**config.mk**
```make
export PLATFORM = sky130hd
export DESIGN_NAME = ddr2_aref_ctrl
export DESIGN_NICKNAME = d
export VERILOG_FILES = /design/src/rtl/ddr2_aref_ctrl.sv
export SDC_FILE = /design/constraint.sdc
export NUM_CORES = 1
export LEC_CHECK = 0
export CAP_MARGIN = 20
export CELL_PAD_IN_SITES_DETAIL_PLACEMENT = 1
export CELL_PAD_IN_SITES_GLOBAL_PLACEMENT = 2
export CORE_MARGIN = 8
export CORE_UTILIZATION = 32
export DETAILED_ROUTE_END_ITERATION = 10
export GPL_TIMING_DRIVEN = 0
export PLACE_DENSITY = 0.85
export SYNTH_ARGS = -nofsm -noshare
export SYNTH_HDL_FRONTEND = slang
export SYNTH_SLANG_ARGS = --single-unit
```
**constraint.sdc**
```tcl
create_clock -name ck -period 3.4 [get_ports ck]
set_input_delay 1.02 -clock ck [delete_from_list [all_inputs] [get_ports ck]]
set_output_delay 1.02 -clock ck [all_outputs]
set_load 0.005 [all_outputs]
```
**src/rtl/ddr2_aref_ctrl.sv**
```systemverilog
// DDR2 periodic auto-refresh controller: tREFI timer, refresh debt, PRE-ALL/AREF sequencer.
// Define AREF_POSTPONE_EN to allow postponing up to MAX_DEBT refreshes and draining them in one grant.
module ddr2_aref_ctrl #(
   parameter int ADDR_BITS = 14,
   parameter int BA_BITS   = 3,
   parameter int TREFI_CK  = 3120,
   parameter int TRP_CK    = 5,
   parameter int TRFC_CK   = 51,
   parameter int MAX_DEBT  = 8
) (
   input  logic                 ck,
   input  logic                 rst,
   input  logic                 init_end,
   input  logic                 aref_ack,
   output logic                 aref_req,
   output logic                 aref_urgent,
   output logic [3:0]           aref_cmd,
   output logic [ADDR_BITS-1:0] aref_addr,
   output logic [BA_BITS-1:0]   aref_ba,
   output logic                 aref_end
);

   localparam logic [3:0] CMD_NOP  = 4'b0111;
   localparam logic [3:0] CMD_PRE  = 4'b0010;
   localparam logic [3:0] CMD_AREF = 4'b0001;

`ifdef AREF_POSTPONE_EN
   localparam int LIMIT = MAX_DEBT;
`else
   localparam int LIMIT = 1;
`endif
   localparam int DW   = (LIMIT > 1) ? $clog2(LIMIT + 1) : 1;
   localparam int TW   = $clog2(TREFI_CK);
   localparam int CMAX = (TRP_CK > TRFC_CK) ? TRP_CK : TRFC_CK;
   localparam int CW   = $clog2(CMAX + 1);
   localparam logic [DW-1:0] LIM_V = DW'(LIMIT);

   typedef enum logic [2:0] {
      S_IDLE, S_REQ, S_PRE, S_WAIT_RP, S_REF, S_WAIT_RFC, S_DONE
   } state_t;

   state_t                 state_q, state_d;
   logic [TW-1:0]          timer_q, timer_d;
   logic [DW-1:0]          debt_q, debt_d;
   logic [CW-1:0]          cnt_q, cnt_d;
   logic                   req_q, req_d;
   logic                   urg_q, urg_d;
   logic [3:0]             cmd_q, cmd_d;
   logic [ADDR_BITS-1:0]   addr_q, addr_d;
   logic                   end_q, end_d;
   logic                   wrap, dec;
   logic                   more_wait, more_ref;

   // Interval timer and refresh debt
   always_comb begin
      wrap    = init_end && (timer_q == TW'(TREFI_CK - 1));
      timer_d = (!init_end || wrap) ? '0 : timer_q + TW'(1);
      dec     = (state_q == S_REF) && (debt_q != '0);
      debt_d  = debt_q;
      if (!init_end)
         debt_d = '0;
      else if (wrap && dec)
         debt_d = debt_q;
      else if (wrap && (debt_q != LIM_V))
         debt_d = debt_q + DW'(1);
      else if (dec)
         debt_d = debt_q - DW'(1);
   end

   // Only the postponing build chains refreshes inside one grant.
`ifdef AREF_POSTPONE_EN
   assign more_wait = (debt_q != '0);
   assign more_ref  = (debt_d != '0);
`else
   assign more_wait = 1'b0;
   assign more_ref  = 1'b0;
`endif

   always_comb begin
      state_d = state_q;
      cnt_d   = cnt_q;
      case (state_q)
         S_IDLE: if (debt_q != '0) state_d = S_REQ;
         S_REQ:  if (aref_ack) state_d = S_PRE;
         S_PRE: begin
            if (TRP_CK == 1) state_d = S_REF;
            else begin
               state_d = S_WAIT_RP;
               cnt_d   = CW'(TRP_CK - 2);
            end
         end
         S_WAIT_RP: begin
            if (cnt_q == '0) state_d = S_REF;
            else cnt_d = cnt_q - CW'(1);
         end
         S_REF: begin
            if (TRFC_CK == 1) state_d = more_ref ? S_REF : S_DONE;
            else begin
               state_d = S_WAIT_RFC;
               cnt_d   = CW'(TRFC_CK - 2);
            end
         end
         S_WAIT_RFC: begin
            if (cnt_q == '0) state_d = more_wait ? S_REF : S_DONE;
            else cnt_d = cnt_q - CW'(1);
         end
         S_DONE:  state_d = S_IDLE;
         default: state_d = S_IDLE;
      endcase

      // Outputs are registered from the next state so they line up with it.
      req_d  = (state_d == S_REQ);
      end_d  = (state_d == S_DONE);
      urg_d  = (debt_d == LIM_V);
      cmd_d  = CMD_NOP;
      addr_d = '0;
      if (state_d == S_PRE) begin
         cmd_d      = CMD_PRE;
         addr_d[10] = 1'b1;
      end else if (state_d == S_REF) begin
         cmd_d = CMD_AREF;
      end
   end

   always_ff @(posedge ck) begin
      if (rst) begin
         state_q <= S_IDLE;
         timer_q <= '0;
         debt_q  <= '0;
         cnt_q   <= '0;
         req_q   <= 1'b0;
         urg_q   <= 1'b0;
         cmd_q   <= CMD_NOP;
         addr_q  <= '0;
         end_q   <= 1'b0;
      end else begin
         state_q <= state_d;
         timer_q <= timer_d;
         debt_q  <= debt_d;
         cnt_q   <= cnt_d;
         req_q   <= req_d;
         urg_q   <= urg_d;
         cmd_q   <= cmd_d;
         addr_q  <= addr_d;
         end_q   <= end_d;
      end
   end

   assign aref_req    = req_q;
   assign aref_urgent = urg_q;
   assign aref_cmd    = cmd_q;
   assign aref_addr   = addr_q;
   assign aref_ba     = '0;
   assign aref_end    = end_q;

endmodule

```
---- Word-level counts from Yosys, hierarchy flattened ----
Index checks and enable logic that the tools add are counted.
Widths: inputs -> output; s select.
storage, ports and cells
  register bits ........................... 42
  input bits .............................. 4
  output and inout port bits .............. 24
  word-level logic and storage cells ...... 56
cells by class
  add/sub/neg operators ................... 4
  eq/ne operators ......................... 11
  multiplexer cells ....................... 12
  bitwise logic cells ..................... 3
  reduce and logical (&&, ||, !) cells .... 16
operators with widths
  operator               count
  $mux 3                 6
  $pmux 3 s6             1
  $pmux 6 s3             1
  $add 12x1->12 const B  1
  $eq 12x12->1 const B   1
  $eq 3x3->1 const B     4
  $eq 3x2->1 const B     3
  $reduce_or 2->1        4
  $eq 3x1->1 const B     2
  $logic_not 6->1        1
  $mux 6                 1
  $sub 6x1->6 const B    1
  $logic_and 1x1->1      4
  $reduce_and 2->1       2
  $logic_not 3->1        1
  $mux 1                 3
  $not 1->1              3
  $reduce_bool 3->1      1
  $ne 2x2->1 const B     1
  $reduce_bool 2->1      1
  $add 1x1->1 const B    1
  $logic_not 1->1        1
  $logic_or 1x1->1       1
  $sub 1x1->1 const B    1

---- Longest topological paths before layout ----
  word-level depth ........................ 6
  mapped depth ............................ 7
  gate-level depth less buffers ........... 6

---- Worst setup path before layout ----
Ideal clock, no wire load.
  path kind ............................... in2reg
  start ................................... in rst
  end ..................................... reg cmd_q[2], in the netlist aref_cmd[2]
  setup time .............................. 74 ps
  arrival time ............................ 1724 ps
  required time ........................... 3326 ps
  path slack .............................. 1602 ps
  stages .................................. 4
  path buffers ............................ 1
  path through ............................ clkbuf_1 > nor2_1 > and3_1 > a31oi_1
RTL lines
  what                  RTL line  RTL
  from (decl)           12        input logic rst,
  to (signal assigned)  143       cmd_q <= cmd_d;
  to (decl)             48        logic [3:0] cmd_q, cmd_d;

==> flow_summary.ini <==
[outcome]
outcome = finished, final reports clean

[drt]
post_drt_wl_per_cell_um = 13.4
postRouteAntennaNets = 0
routed_wl_mm = 3.36
drtIter0Drc = 90
vias_per_cell = 4.68
num_vias = 1171
drc_errors = 0
drt_pass1_iterations = 4

[critical_path]
startpoint_type = input port
critPathMaxFanout = 10
endpoint_kind = flop
critPathKind = in2reg
cp.required_ps = 3620
cp.arrival_ps = 2480
ff2ff_path_depth = 6

[final_layout]
nets = 206
antenna_cells = 0
n_fill_cell = 533
fin_util_pct = 39.4
drive_gt1_share_pct = 15.2
stdcell_count = 250
most-common-layout-cells = dfxtp_1 (28), nor2_1 (21), buf_4 (18), conb_1 (17), a21oi_1 (11)
final_common_cell = dfxtp_1
multi_input_comb_area_um2 = 733
area_growth_pct = 19.7
ff_latch_area_um2 = 561

[global_routing]
antenna_found_initial = 0
grt_pass1_wl_mm = 5.75
grt_max_degree = 16
grt_remaining_overflow = 0
grt_pass1_vias = 1272
grtUsageTotal_pct = 10.6

[sta]
rsz0062_at_grt = false
skew_ps = 6.13
report.final.slew_viol_count = 0
finalSetupViolCount = 0
period_share_pct = 66.6
worst_pin_slew_ps = 565
hold_viol = 0
fin_crit_ps = 2260
setup_tns_ps = 0
slew_headroom_pct = 62.3
fmax_mhz = 442

[yosys]
synth_seq_area_share_pct = 39.4
ys.flop_type = dfxtp_1
yosys_warnings = 0
syn-cell-area_mm2 = 0.00142
synth_top_area_share_pct = 39.4
synth_top_cell_by_area = dfxtp_1
synth_async_sr_flop_share_pct = 0
avgSynthCellArea_um2 = 8.46
yosys-top-cells-area = dfxtp_1 (39%), buf_4 (9.5%), nor2_1 (5.5%), xor2_1 (4.9%), a21oi_1 (3.9%)
syn_inst = 168
synth_edf_count = 0
ys_ff_latch = 28
synth.distinct_cells = 36

[placed_design]
dpl.cell_count = 246
detailed_place_hpwl_mm = 2.64
port_buffers = 10
finalWeightedCongestion = 0.769

[die]
pin_count = 28
fp.dieW_um = 82.6
core-area_mm2 = 0.00432
num_rows = 24
die_y_um = 82.6
dieArea_mm2 = 0.00683
initial_utilization_pct = 32.9

[cts]
tritoncts = built
cts_buffers = 3
clock_path_buffers = 2
cts_root_buffer = clkbuf_8
post-cts-setup-buffer-count = 0
clk_pin_slew_worst_paths_ps = 100
cts_max_level = 1
cts.repair.resized = 0
clk-insertion-delay-late_ps = 280
hold_buffers = 0
cts.sinks = 28

[power_and_ir_drop]
p_int_mw = 0.450
switching_share_pct = 21.6
clkPwrFrac_pct = 36.8
sequentialPowerShare_pct = 57.4
p_comb_share_pct = 5.8
p_per_area_mw_per_mm2 = 338
p_sw_mw = 0.124
p_leak_nw = 0.688
ir_drop_mv = 0.240

[min_path]
hp-class = reg2reg
whs_path_depth = 1

[flow_run]
maxCapViolCount = 0
[synthesized netlist by cell type (2+ instances only)]
| cell type | count |
|---|---|
| a211oi_1 | 3 |
| a21boi_0 | 2 |
| a21oi_1 | 11 |
| a31oi_1 | 2 |
| and3_1 | 5 |
| buf_2 | 3 |
| buf_4 | 18 |
| clkbuf_1 | 3 |
| dfxtp_1 | 28 |
| ha_1 | 3 |
| inv_1 | 7 |
| nand2_1 | 7 |
| nand2b_1 | 2 |
| nand3_1 | 10 |
| nand3b_1 | 2 |
| nor2_1 | 21 |
| nor3_2 | 2 |
| o21ai_0 | 7 |
| o21bai_1 | 2 |
| o32a_1 | 2 |
| or3_1 | 2 |
| xnor2_1 | 5 |
| xor2_1 | 8 |
[layout make-up]
class / count / area share, %
Timing Repair Buffer: 10 / 5.88
Buffer: 24 / 9.49
Clock buffer: 4 / 3.24
Sequential cell: 28 / 32.9
Multi-Input combinational cell: 125 / 43.1
Inverter: 7 / 1.54
Tap cell: 52 / 3.82
[worst max-delay path: stages]
cell	delay, ps
clkdlybuf4s50_1	480
clkbuf_1	450
nor2_1	140
and3_1	260
a31oi_1	130
[logic make-up (layout without fill, tap and decap cells)]
family / count (synthesis) / in the layout / synth area share (%)
and+or+nand+nor: 63 / 63 / 24.1
buffers and inverters: 31 / 45 / 13.2
AOI/OAI and AO/OA: 29 / 29 / 12.3
DFF: 28 / 28 / 39.4
xor gates and xnor gates: 13 / 13 / 8.01
adders and majority gates: 3 / 3 / 2.64
other: 1 / 17 / 0.264
[sequential cells by signal, indices dropped and copies added (netlist names)]
register,flops
aref_req,1
state_q,3
aref_cmd,3
timer_q,12
cnt_q,6
aref_addr,1
aref_urgent,1
aref_end,1
[layer usage]
metal  wire, µm  up-vias  global-route usage (%)
li1           -      594                       -
met3         97        2                    2.92
met2       1820       10                    20.6
met5          0        -                       0
met4          8        0                    1.55
met1       1430      565                    11.0
[per-stage QoR]
stage	setup WS, ps	instance area [µm²]	hold slack (ps)	power (mW)
2_1_floorplan	1600	1480	426	0.362
3_3_place_gp	901	1650	441	0.369
3_5_place_dp	807	1650	461	0.370
4_1_cts	1110	1700	482	0.580
5_1_grt	1040	1700	501	0.599
6_report	1140	1700	477	0.574
[path summary, 6_finish.rpt]
check                                 to  slack, ps             startpoint
setup / recovery  aref_cmd[2]$_SDFF_PP1_       1140                    rst
hold / removal     timer_q[0]$_SDFF_PP0_        480  timer_q[0]$_SDFF_PP0_
setup reg to reg   cnt_q[4]$_SDFFE_PP0P_       1680  cnt_q[0]$_SDFFE_PP0P_
hold reg to reg    timer_q[0]$_SDFF_PP0_        480  timer_q[0]$_SDFF_PP0_
[power by group through the flow]
stage	Combinational [mW]	Clock, mW	Sequential, mW
after floorplan	0.0251	0	0.337
after global routing	0.0372	0.232	0.330
after detailed placement	0.0320	0	0.338
final	0.0334	0.211	0.330
after global placement	0.0314	0	0.337
after CTS	0.0320	0.218	0.330
(Power assumes the default switching activity.)
